<file path="src/rtl/word_serializer_pkg.sv">
// Shared state encoding and default parameter values for the word serializer.
package word_serializer_pkg;

    typedef enum logic {
        IDLE  = 1'b0,
        SHIFT = 1'b1
    } state_t;

    localparam int unsigned DEF_WIDTH      = 8;
    localparam bit          DEF_MSB_FIRST  = 1'b1;
    localparam bit          DEF_IDLE_LEVEL = 1'b0;

endpackage

</file>
<file path="src/rtl/word_serializer_bit_counter.sv">
// Bit position counter for the active word; saturates at WIDTH-1.
module word_serializer_bit_counter
    import word_serializer_pkg::*;
#(
    parameter int unsigned WIDTH = DEF_WIDTH
) (
    input  logic Clock,
    input  logic Reset,
    input  logic clear,
    input  logic inc,
    output logic at_last
);

    localparam int unsigned   CW   = $clog2(WIDTH);
    localparam logic [CW-1:0] LAST = CW'(WIDTH - 1);

    logic [CW-1:0] count;

    always_ff @(posedge Clock or negedge Reset) begin
        if (!Reset) begin
            count <= '0;
        end else if (clear) begin
            count <= '0;
        end else if (inc && !at_last) begin
            count <= count + CW'(1);
        end
    end

    assign at_last = (count == LAST);

endmodule

</file>
<file path="src/rtl/word_serializer.sv">
// Double-buffered parallel-to-serial converter: shift register plus one holding word.
module word_serializer
    import word_serializer_pkg::*;
#(
    parameter int unsigned WIDTH      = DEF_WIDTH,
    parameter bit          MSB_FIRST  = DEF_MSB_FIRST,
    parameter bit          IDLE_LEVEL = DEF_IDLE_LEVEL
) (
    input  logic             Clock,
    input  logic             Reset,
    input  logic [WIDTH-1:0] Data,
    input  logic             Load,
    output logic             Ready,
    output logic             w,
    output logic             Busy,
    output logic             Last
);

    state_t           state, state_n;
    logic [WIDTH-1:0] sreg, sreg_n, hold, hold_n;
    logic             hold_full, hold_full_n;
    logic             cnt_clr, cnt_inc, at_last, accept;
    logic             w_q, w_n;

    word_serializer_bit_counter #(.WIDTH(WIDTH)) u_bit_counter (
        .Clock   (Clock),
        .Reset   (Reset),
        .clear   (cnt_clr),
        .inc     (cnt_inc),
        .at_last (at_last)
    );

    assign Busy   = (state == SHIFT);
    assign Last   = Busy && at_last;
    assign Ready  = Reset && (!hold_full || Last);
    assign accept = Load && Ready;
    assign w      = w_q;

    always_comb begin
        state_n     = state;
        sreg_n      = sreg;
        hold_n      = hold;
        hold_full_n = hold_full;
        cnt_clr     = 1'b0;
        cnt_inc     = 1'b0;
        case (state)
            IDLE: begin
                if (accept) begin
                    state_n = SHIFT;
                    sreg_n  = Data;
                    cnt_clr = 1'b1;
                end
            end
            SHIFT: begin
                if (!at_last) begin
                    sreg_n  = MSB_FIRST ? {sreg[WIDTH-2:0], 1'b0} : {1'b0, sreg[WIDTH-1:1]};
                    cnt_inc = 1'b1;
                    if (accept) begin
                        hold_n      = Data;
                        hold_full_n = 1'b1;
                    end
                end else begin
                    // Last bit: a held word takes priority; a same-edge load refills the hold.
                    cnt_clr = 1'b1;
                    if (hold_full) begin
                        sreg_n      = hold;
                        hold_full_n = accept;
                        if (accept) hold_n = Data;
                    end else if (accept) begin
                        sreg_n = Data;
                    end else begin
                        state_n = IDLE;
                    end
                end
            end
            default: state_n = IDLE;
        endcase
        w_n = (state_n == SHIFT) ? (MSB_FIRST ? sreg_n[WIDTH-1] : sreg_n[0]) : IDLE_LEVEL;
    end

    always_ff @(posedge Clock or negedge Reset) begin
        if (!Reset) begin
            state     <= IDLE;
            sreg      <= '0;
            hold      <= '0;
            hold_full <= 1'b0;
            w_q       <= IDLE_LEVEL;
        end else begin
            state     <= state_n;
            sreg      <= sreg_n;
            hold      <= hold_n;
            hold_full <= hold_full_n;
            w_q       <= w_n;
        end
    end

endmodule

</file>
<file path="config.mk">
export PLATFORM = sky130hd
export DESIGN_NAME = word_serializer
export DESIGN_NICKNAME = d
export VERILOG_FILES = /design/src/rtl/word_serializer_pkg.sv /design/src/rtl/word_serializer_bit_counter.sv /design/src/rtl/word_serializer.sv
export SDC_FILE = /design/constraint.sdc
export NUM_CORES = 1
export LEC_CHECK = 0
export BUFFER_PORTS_ARGS = -buffer_cell sky130_fd_sc_hd__buf_2
export CAP_MARGIN = 40
export CORE_ASPECT_RATIO = 1.1
export CORE_UTILIZATION = 42
export DETAILED_ROUTE_END_ITERATION = 8
export PLACE_DENSITY = 0.65
export SLEW_MARGIN = 20
export SYNTH_ARGS = -nofsm -noshare
export SYNTH_HDL_FRONTEND = slang
export SYNTH_HIERARCHICAL = 1
export SYNTH_SLANG_ARGS = --single-unit
</file>
<file path="constraint.sdc">
create_clock -name Clock -period 4.3 [get_ports Clock]
set_input_delay 0.645 -clock Clock [delete_from_list [all_inputs] [get_ports Clock]]
set_output_delay 0.645 -clock Clock [all_outputs]
set_load 0.005 [all_outputs]
</file>
==> reports/qor.txt <==
Most frequent cell after synthesis: dfrtp_1
DR WL met3: 54 um
Count of cell types in the netlist: 29
Core area: 2620 um2
Worst-Margin Slew: 0.815 ns
Ant. Diodes: 0
Static leakage: 0.000585 uW
Overall Power: 798 uW
Startpoint types: flip-flop
Clock Tree Buf Depth: 2
Seq/Total Area, Yosys: 43.8%
Drt drc: 0
Layout area overhead: 7.29%
DRT Wirelength: 2330 um
Hold crit path type: in2async
Synth async-reset ratio: 100%
Die area: 3080 um2
Die Y: 58.1 um
Register bit total from synthesis: 21
Syn_area_per_cell: 11.1 um2
CP Max Fanout: 24
Fmax: 0.372 GHz
Post-CTS Repair Setup Buffers: 0
Worst skew pair latency: 0.30 ns
Top-level port count: 15
Worst Path Arrival: 2.04 ns
1st-pass router iterations: 4
Initial Utilization: 45.9%
Top layer in use: met4
Clk_skew: 0.00329 ns
Vias in the first global route: 935
Placed insts: 146
VDD IR max: 409 uV
Synth Instances: 108
WL met2: 1090 um
Critical-path top delay cell: ha_1
Yosys top cell by area: dfrtp_1
Multi-input gate area: 598 um2
Top Family by Delay on Critical Path: adder cells
Register area: 526 um2
Initial DRC Count: 12
Detailed placer's ending HPWL: 1500 um
Worst Setup End Kind: primary output
# clock sinks: 21
GRT Total Usage: 18.7%
Post-synth top cells: 21 x dfrtp_1, 9 x mux2_4, 9 x nand2b_1
Max-slew headroom: 45.7%
Setup TNS Final: 0 ns
Syn nets: 121
Critical path buffers and inverters: 1
Final Hold Viols: 0
Syn Std Cell Area: 1200 um2
CP Launch Point: u_bit_counter/count[0]$_DFFE_PN0P_
Fillers: 261
Reg-to-Reg Start: u_bit_counter/count[0]$_DFFE_PN0P_
Num rows: 19
Nets: 133
DIE WIDTH: 53.0 um
Grt ovf: 0
Required time of the critical path: 3.65 ns
RSZ-0062 raised after global routing: false
MaxCap Viol Count: 0
Clock Root Buffer: clkbuf_4
Pwr per Cell Area: 619 nW/um2
Yosys top cell area share: 43.8%
First-pass GRT wire length: 4240 um
GP Congestion: 0.741
Slew Limit Fails: 0
Post-synth EDFFs: 0
Final ANT Viol Nets: 0
H-tree Lvls: 1
Dominant cells by area after synthesis: dfrtp_1 44%, mux2_4 11%, a311o_1 5.8%, a2111oi_0 5.1%, nand2b_1 4.7%
Vias: 853
Fin crit share: 62.4%
Setup Crit Path Kind: reg2out
Post-DR vias/cell: 5.69
Metal-1 WL: 1170 um
Initial antenna violation count: 0
Critical-path cell list: ha_1 -> ha_1 -> a21bo_2 -> and2_1 -> buf_2
CTS Buf Count: 3
Tmin final: 2.69 ns
Post-CTS sizing: 0
Port buffer count: 14
Finished Layout Cells: 150
Hold_buf cts: 0
Most frequent CP cell: ha_1
Drt wl/cell: 15.5 um
Status: completed
CTS tree: yes
Top FF cell, synth: dfrtp_1
Largest net degree at the start of global routing: 25
Clock slew at reported path FFs: 0.12 ns
Crit path largest cell delay: 0.68 ns
Setup-failing EPs final: 0
Share of cells above drive strength 1: 25.2%
Ys Warns: 6
metal layers:
metal / up-vias / track usage (%)
met4: 0 / 7.89
met2: 13 / 29.3
met1: 420 / 25.3
li1: 416 / -
met5: - / 0
met3: 4 / 3.15
state kept, by name, summed over array words and instances, names as in the netlist:
| register | flops |
|---|---|
| Busy | 1 |
| hold | 8 |
| hold_full | 1 |
| sreg | 7 |
| u_bit_counter/count | 3 |
| w | 1 |
area by class of cell:
cell class,count,area share (%)
Tap cell,31,3.01
Clock buffer,4,2.04
Multi-Input combinational cell,72,46.4
Sequential cell,21,40.8
Timing Repair Buffer,14,5.44
Inverter,8,2.33
kinds of logic (layout without fill, tap and decap cells):
group,Yosys count,in the layout,share of synthesized area [%]
mux,9,9,11.3
compound gates,28,28,19.3
xor+xnor,1,1,0.729
flops,21,21,43.7
simple gates,32,32,16.5
fa+ha+maj,2,2,2.08
buf+inv,15,26,6.46
power by group:
group          internal (uW)  leakage, uW  total, uW  switching (uW)
combinational            199     0.000310        339             140
clock                   36.2    0.0000150       97.0            60.8
sequential               280     0.000260        362            82.7
total                    515     0.000585        798             283
cell usage in the layout, fill, tap and decap left out, drive strengths merged:
cell type,n
o21bai,1
a2111oi,7
a21bo,1
nand2,5
o21ai,2
nor2,1
buf,14
dfrtp,21
nand4bb,2
o22ai,1
a21oi,1
a32oi,1
nor2b,3
a21boi,7
clkbuf,4
nand2b,9
xnor2,1
ha,2
inv,8
or2,1
and3,2
nand3,6
mux2,9
and2,3
a311o,7
through the flow:
step / hold slack (ns) / setup slack (ns) / area [um2] / util [%]
2_1_floorplan: 0.349 / 2.31 / 1200 / -
3_3_place_gp: 0.494 / 1.90 / 1260 / 48.3
3_5_place_dp: 0.495 / 1.84 / 1260 / 48.3
4_1_cts: 0.306 / 1.59 / 1290 / 49.3
5_1_grt: 0.320 / 1.44 / 1290 / 49.3
6_report: 0.294 / 1.61 / 1290 / 49.3
path summary, 6_finish.rpt:
kind,endpoint,slack (ns),cells past startpoint
max reg2reg,u_bit_counter/count[0]$_DFFE_PN0P_,1.84,7
max in group asynchronous,u_bit_counter/count[0]$_DFFE_PN0P_,3.66,1
min in group Clock,hold[0]$_DFFE_PN0P_,0.52,1
max,Ready,1.61,5
min,hold[2]$_DFFE_PN0P_,0.29,1
min reg2reg,hold[0]$_DFFE_PN0P_,0.52,1
worst register-to-register path, cell delays in order, from the launching register on:
cell      delay, ns
dfrtp_1        0.39
ha_1           0.16
ha_1           0.68
a21bo_2        0.28
nand2_2        0.14
o21bai_1       0.33
nor2b_1        0.10
mux2_4         0.27
No activity file was read; power rests on OpenSTA's default activity.
